File: src/rtl/interrupt_controller_pkg.sv
// Shared definitions for the interrupt controller: FSM state encoding,
// default cause width and the lowest-index priority encoder.
package interrupt_controller_pkg;

  localparam int CAUSE_W_DEF = 3;
  localparam int MAX_IRQ     = 16;  // widest request vector supported
  localparam int IDX_W       = 4;   // clog2(MAX_IRQ)

  typedef enum logic [1:0] {
    IDLE    = 2'd0,
    ACK     = 2'd1,
    SERVICE = 2'd2
  } ic_state_t;

  typedef struct packed {
    logic             valid;
    logic [IDX_W-1:0] idx;
  } prio_t;

  // Lowest set bit wins. The loop walks downward so the last hit is the
  // lowest index.
  function automatic prio_t prio_enc(input logic [MAX_IRQ-1:0] vec);
    prio_t r;
    r.valid = 1'b0;
    r.idx   = '0;
    for (int i = MAX_IRQ - 1; i >= 0; i--) begin
      if (vec[i]) begin
        r.valid = 1'b1;
        r.idx   = IDX_W'(i);
      end
    end
    return r;
  endfunction

endpackage

File: src/rtl/interrupt_controller_sync_edge.sv
// irq_sync_edge: two-flop synchroniser plus a history flop per line;
// flags a rising edge for one cycle.
//   clk, reset (async active-low), d: raw async lines, rise: edge pulses.
module irq_sync_edge #(
  parameter int W = 8
) (
  input  logic         clk,
  input  logic         reset,
  input  logic [W-1:0] d,
  output logic [W-1:0] rise
);

  logic [W-1:0] s1, s2, s3;

  always_ff @(posedge clk or negedge reset) begin
    if (!reset) begin
      s1 <= '0;
      s2 <= '0;
      s3 <= '0;
    end else begin
      s1 <= d;
      s2 <= s1;
      s3 <= s2;
    end
  end

  assign rise = s2 & ~s3;

endmodule

File: src/rtl/interrupt_controller.sv
// Interrupt controller feeding the PC's acknowledge input.
// Latches rising edges of irq as pending, selects the lowest-index
// pending & masked source when globally enabled and at an instruction
// boundary, pulses inta for one cycle with the cause, then blocks until
// reti (no nesting).
// Ports:
//   clk, reset (async active-low)
//   irq         raw async requests, rising-edge sensitive
//   int_enable  global enable;  stall: no acknowledge this cycle
//   mask_we/mask_in  mask register write (1 = source enabled)
//   reti        return-from-interrupt strobe
//   inta        one-cycle acknowledge;  cause: serviced index
//   pending, mask  register views;  in_service: ack until reti
module interrupt_controller
  import interrupt_controller_pkg::*;
#(
  parameter int                 NUM_IRQ  = 8,
  parameter int                 CAUSE_W  = CAUSE_W_DEF,
  parameter logic [NUM_IRQ-1:0] MASK_RST = '0
) (
  input  logic               clk,
  input  logic               reset,
  input  logic [NUM_IRQ-1:0] irq,
  input  logic               int_enable,
  input  logic               mask_we,
  input  logic [NUM_IRQ-1:0] mask_in,
  input  logic               stall,
  input  logic               reti,
  output logic               inta,
  output logic [CAUSE_W-1:0] cause,
  output logic [NUM_IRQ-1:0] pending,
  output logic [NUM_IRQ-1:0] mask,
  output logic               in_service
);

  ic_state_t          state, state_nxt;
  logic [NUM_IRQ-1:0] rise;
  logic [NUM_IRQ-1:0] eligible;
  logic [NUM_IRQ-1:0] ack_clr;
  prio_t              sel;
  logic               take;

  irq_sync_edge #(.W(NUM_IRQ)) u_sync (
    .clk   (clk),
    .reset (reset),
    .d     (irq),
    .rise  (rise)
  );

  // Masked sources still latch pending; the mask only gates selection.
  always_comb begin
    eligible = pending & mask;
    sel      = prio_enc(MAX_IRQ'(eligible));
    take     = (state == IDLE) && int_enable && !stall && sel.valid;
    ack_clr  = take ? (NUM_IRQ'(1) << sel.idx) : '0;
  end

  always_comb begin
    state_nxt = state;
    unique case (state)
      IDLE:    if (take) state_nxt = ACK;
      ACK:     state_nxt = SERVICE;
      SERVICE: if (reti) state_nxt = IDLE;
      default: state_nxt = IDLE;
    endcase
  end

  always_ff @(posedge clk or negedge reset) begin
    if (!reset) begin
      state      <= IDLE;
      pending    <= '0;
      mask       <= MASK_RST;
      cause      <= '0;
      in_service <= 1'b0;
    end else begin
      state   <= state_nxt;
      // A new edge on the bit being acknowledged survives the clear.
      pending <= (pending & ~ack_clr) | rise;
      if (mask_we) mask <= mask_in;
      if (take) begin
        cause      <= CAUSE_W'(sel.idx);
        in_service <= 1'b1;
      end else if (state == SERVICE && reti) begin
        in_service <= 1'b0;
      end
    end
  end

  assign inta = (state == ACK);

endmodule

File: config.mk
export PLATFORM = sky130hd
export DESIGN_NAME = interrupt_controller
export DESIGN_NICKNAME = d
export VERILOG_FILES = /design/src/rtl/interrupt_controller_pkg.sv /design/src/rtl/interrupt_controller_sync_edge.sv /design/src/rtl/interrupt_controller.sv
export SDC_FILE = /design/constraint.sdc
export NUM_CORES = 1
export LEC_CHECK = 0
export CAP_MARGIN = 25
export CORE_AREA = 4 4 66 68
export DETAILED_ROUTE_END_ITERATION = 7
export DIE_AREA = 0 0 70 72
export GPL_TIMING_DRIVEN = 0
export HOLD_SLACK_MARGIN = 0.15
export MAX_ROUTING_LAYER = met4
export PLACE_DENSITY_LB_ADDON = 0.15
export SYNTH_ARGS = -nofsm -noshare
export SYNTH_HDL_FRONTEND = slang
export SYNTH_HIERARCHICAL = 1
export SYNTH_SLANG_ARGS = --single-unit
File: constraint.sdc
create_clock -name clk -period 2.02 [get_ports clk]
set_input_delay 0.303 -clock clk [delete_from_list [all_inputs] [get_ports clk]]
set_output_delay 0.303 -clock clk [all_outputs]
set_load 0.01 [all_outputs]
==> impl_metrics.json <==
{
  "num_vias": 1118,
  "pwr-share-comb_pct": 17.6,
  "grt_pass1_wl_mm": 5.49,
  "timing.rr.start": "pending[3]$_DFF_PN0_",
  "dp_hpwl_mm": 2.37,
  "worst-path-buf-inv": 0,
  "pwr-share-clk_pct": 31.1,
  "cts.clk_slew.worst_paths_ns": 0.08,
  "dpl-instance-area_um2": 2220,
  "layout_common_cells": "dfrtp_1, clkdlybuf4s50_1, nand2_1",
  "post-route-min-period_ns": 1.83,
  "fp-row-count": 23,
  "area_growth_pct": 34.9,
  "yosys-top-cells-area": "dfrtp_1, nor2b_4, mux2_2",
  "reg2reg_slack_ns": 0.19,
  "grt_pass1_vias": 1150,
  "final_common_cell": "dfrtp_1",
  "syn_nets": 142,
  "finalCoreUtilization_pct": 60.8,
  "die_h_um": 72,
  "start_util_pct": 45.0,
  "yosys_warnings": 6,
  "layout-drive-gt1-share_pct": 18.1,
  "netlist_instances": 120,
  "drt_iter0_markers": 21,
  "first_pass_iters": 4,
  "numCtsBuffers": 5,
  "die_area_um2": 5040,
  "insertion_delay_ns": 0.29,
  "critPathRequiredTime_ns": 2.19,
  "antennaDiodeCount": 0,
  "cp_slowest_cell": "dfrtp_1",
  "grt_max_degree": 32,
  "tns_ns": 0,
  "powerDensity_nw_per_um2": 894,
  "path_cells": "a22oi_1 > nand2_1 > or3_1 > a221o_1",
  "crit_arrival_ns": 2.00,
  "routed_wl_mm": 3.16,
  "worstMarginPinSlew_ns": 0.549,
  "max_slew_margin_pct": 63.4,
  "vias_per_cell": 5.06,
  "antenna_found_initial": 0,
  "cp_max_fo": 5,
  "io_buffers": 41,
  "hold_path_depth": 0,
  "p_sw_w": 0.000507,
  "min_path_type": "reg2reg",
  "cts-root-buf": "clkbuf_8",
  "finalPower_w": 0.00209,
  "ys_ff_latch": 46,
  "dp_cells": 212,
  "wl_per_cell_um": 14.3,
  "outcome": "complete, no violations",
  "nFillCells": 321,
  "final_cell_area_um2": 2340,
  "numClockSinks": 46,
  "critPathLaunchType": "register",
  "core_area_um2": 3860,
  "end_kind": "register",
  "multiInputGateArea_um2": 578,
  "hp-start": "u_sync/s1[6]$_DFF_PN0_",
  "vdd_drop_max_uv": 625,
  "htreeDepth": 2,
  "drcViolationCount": 0,
  "fin_worst_skew_ns": 0.00645,
  "finalCritPeriodShare_pct": 90.4,
  "max_cap_viol_count": 0,
  "min_to": "u_sync/s2[6]$_DFF_PN0_",
  "r2r_end": "pending[6]$_DFF_PN0_",
  "seq_area_um2": 1150,
  "io_pins": 43,
  "die_w_um": 70,
  "synth_top_area_share_pct": 66.3,
  "syn_area_um2": 1740,
  "ant_nets": 0,
  "syn_avg_cell_area_um2": 14.5,
  "crit_family": "compound AO/OA/AOI/OAI gates",
  "worst-r2r-cell-count": 4,
  "fin_cells": 221,
  "ys_seq_area_share_pct": 66.3,
  "hold_violations": 0,
  "worstSetupPathType": "reg2reg",
  "synthDistinctLibCells": 30,
  "final_net_count": 192,
  "gr-total-overflow": 0,
  "clk_path_buf_depth": 2,
  "slew_viol_final": 0,
  "leakage_nw": 0.990,
  "track_usage_pct": 14.3,
  "pwr-share-seq_pct": 51.3,
  "gp_congestion": 0.735,
  "swShare_pct": 24.2,
  "cts_tree": "done",
  "p_int_w": 0.00159,
  "synth_top_area_cell": "dfrtp_1",
  "setup_viol": 0,
  "max_freq_ghz": 0.548,
  "rsz0062_at_grt": "false",
  "slowest_delay_ns": 0.43,
  "postCtsSetupRepairBufs": 0
}
-- power groups by stage --
stage | clock, W | sequential [W] | combinational (W)
after floorplan | 0 | 0.00111 | 0.000142
final | 0.000652 | 0.00107 | 0.000368
after global routing | 0.000712 | 0.00109 | 0.000403
after global placement | 0 | 0.00109 | 0.000361
after CTS | 0.000669 | 0.00108 | 0.000375
after detailed placement | 0 | 0.00109 | 0.000372
-- synth_stat cells --
cell	number
a21boi_0	2
a21o_1	5
a21oi_1	5
a221o_1	3
a22o_1	1
a22oi_1	4
a22oi_2	1
a31oi_1	1
a41oi_2	1
and2_1	3
and2b_1	1
and3_1	1
clkbuf_1	1
dfrtp_1	46
inv_1	1
mux2_2	8
nand2_1	11
nand2b_1	1
nand3_1	2
nand3b_1	1
nor2_1	3
nor2b_4	8
nor3b_1	1
nor4b_4	1
o21ai_0	2
o22a_1	1
o31a_1	1
or2_2	2
or3_1	1
or4b_1	1
-- sequential cells by signal, summed over array words and instances (netlist names) --
name and count:
in_service 1, u_sync/s2 8, state 2, u_sync/s3 8, mask 8, pending 8, cause 3, u_sync/s1 8
-- kinds of logic (layout without fill, tap and decap cells) --
group	after synthesis	after routing	synth area share, %
simple gates	37	37	16.1
flops	46	46	66.3
mux	8	8	5.19
compound gates	27	27	12.0
buf+inv	2	53	0.432
-- per-stage QoR --
stage                     hold WS, ns  setup slack, ns
final                           0.351            0.194
after detailed placement        0.243          -0.0627
after global routing            0.356           0.0300
after CTS                       0.353            0.198
after floorplan               0.00741            0.357
after global placement          0.333           -0.530
-- per-layer routing --
layer	vias to the layer above	global-route usage, %	wire length [um]
met3	4	5.40	200
li1	528	-	-
met1	548	18.1	1390
met4	0	3.19	25
met2	38	22.2	1550
met5	-	-	0
-- worst max path at each step --
stage,endpoint,start,slack [ns],cells after the start
finish,pending[6]$_DFF_PN0_,pending[3]$_DFF_PN0_,0.19,4
global route,pending[7]$_DFF_PN0_,mask[3]$_DFFE_PN0P_,0.03,4
CTS,pending[6]$_DFF_PN0_,mask[3]$_DFFE_PN0P_,0.20,4
detailed placement,pending[7]$_DFF_PN0_,stall,-0.06,5
global placement,u_sync/s1[1]$_DFF_PN0_,reset,-0.53,1
floorplan,pending[6]$_DFF_PN0_,mask[3]$_DFFE_PN0P_,0.36,4
-- area by class of cell --
class	instances	area share [%]
Sequential cell	46	49.1
Multi-Input combinational cell	72	24.7
Timing Repair Buffer	43	18.6
Clock buffer	5	2.94
Tap cell	50	2.67
Clock inverter	3	1.71
Buffer	1	0.160
Inverter	1	0.160
-- repair_timing --
item / 4_1_cts / 5_1_grt
hold endpoints to repair: 15 / 0
gates resized for setup: 0 / 0
hold buffers: 1 / 0
(Power assumes the default switching activity.)
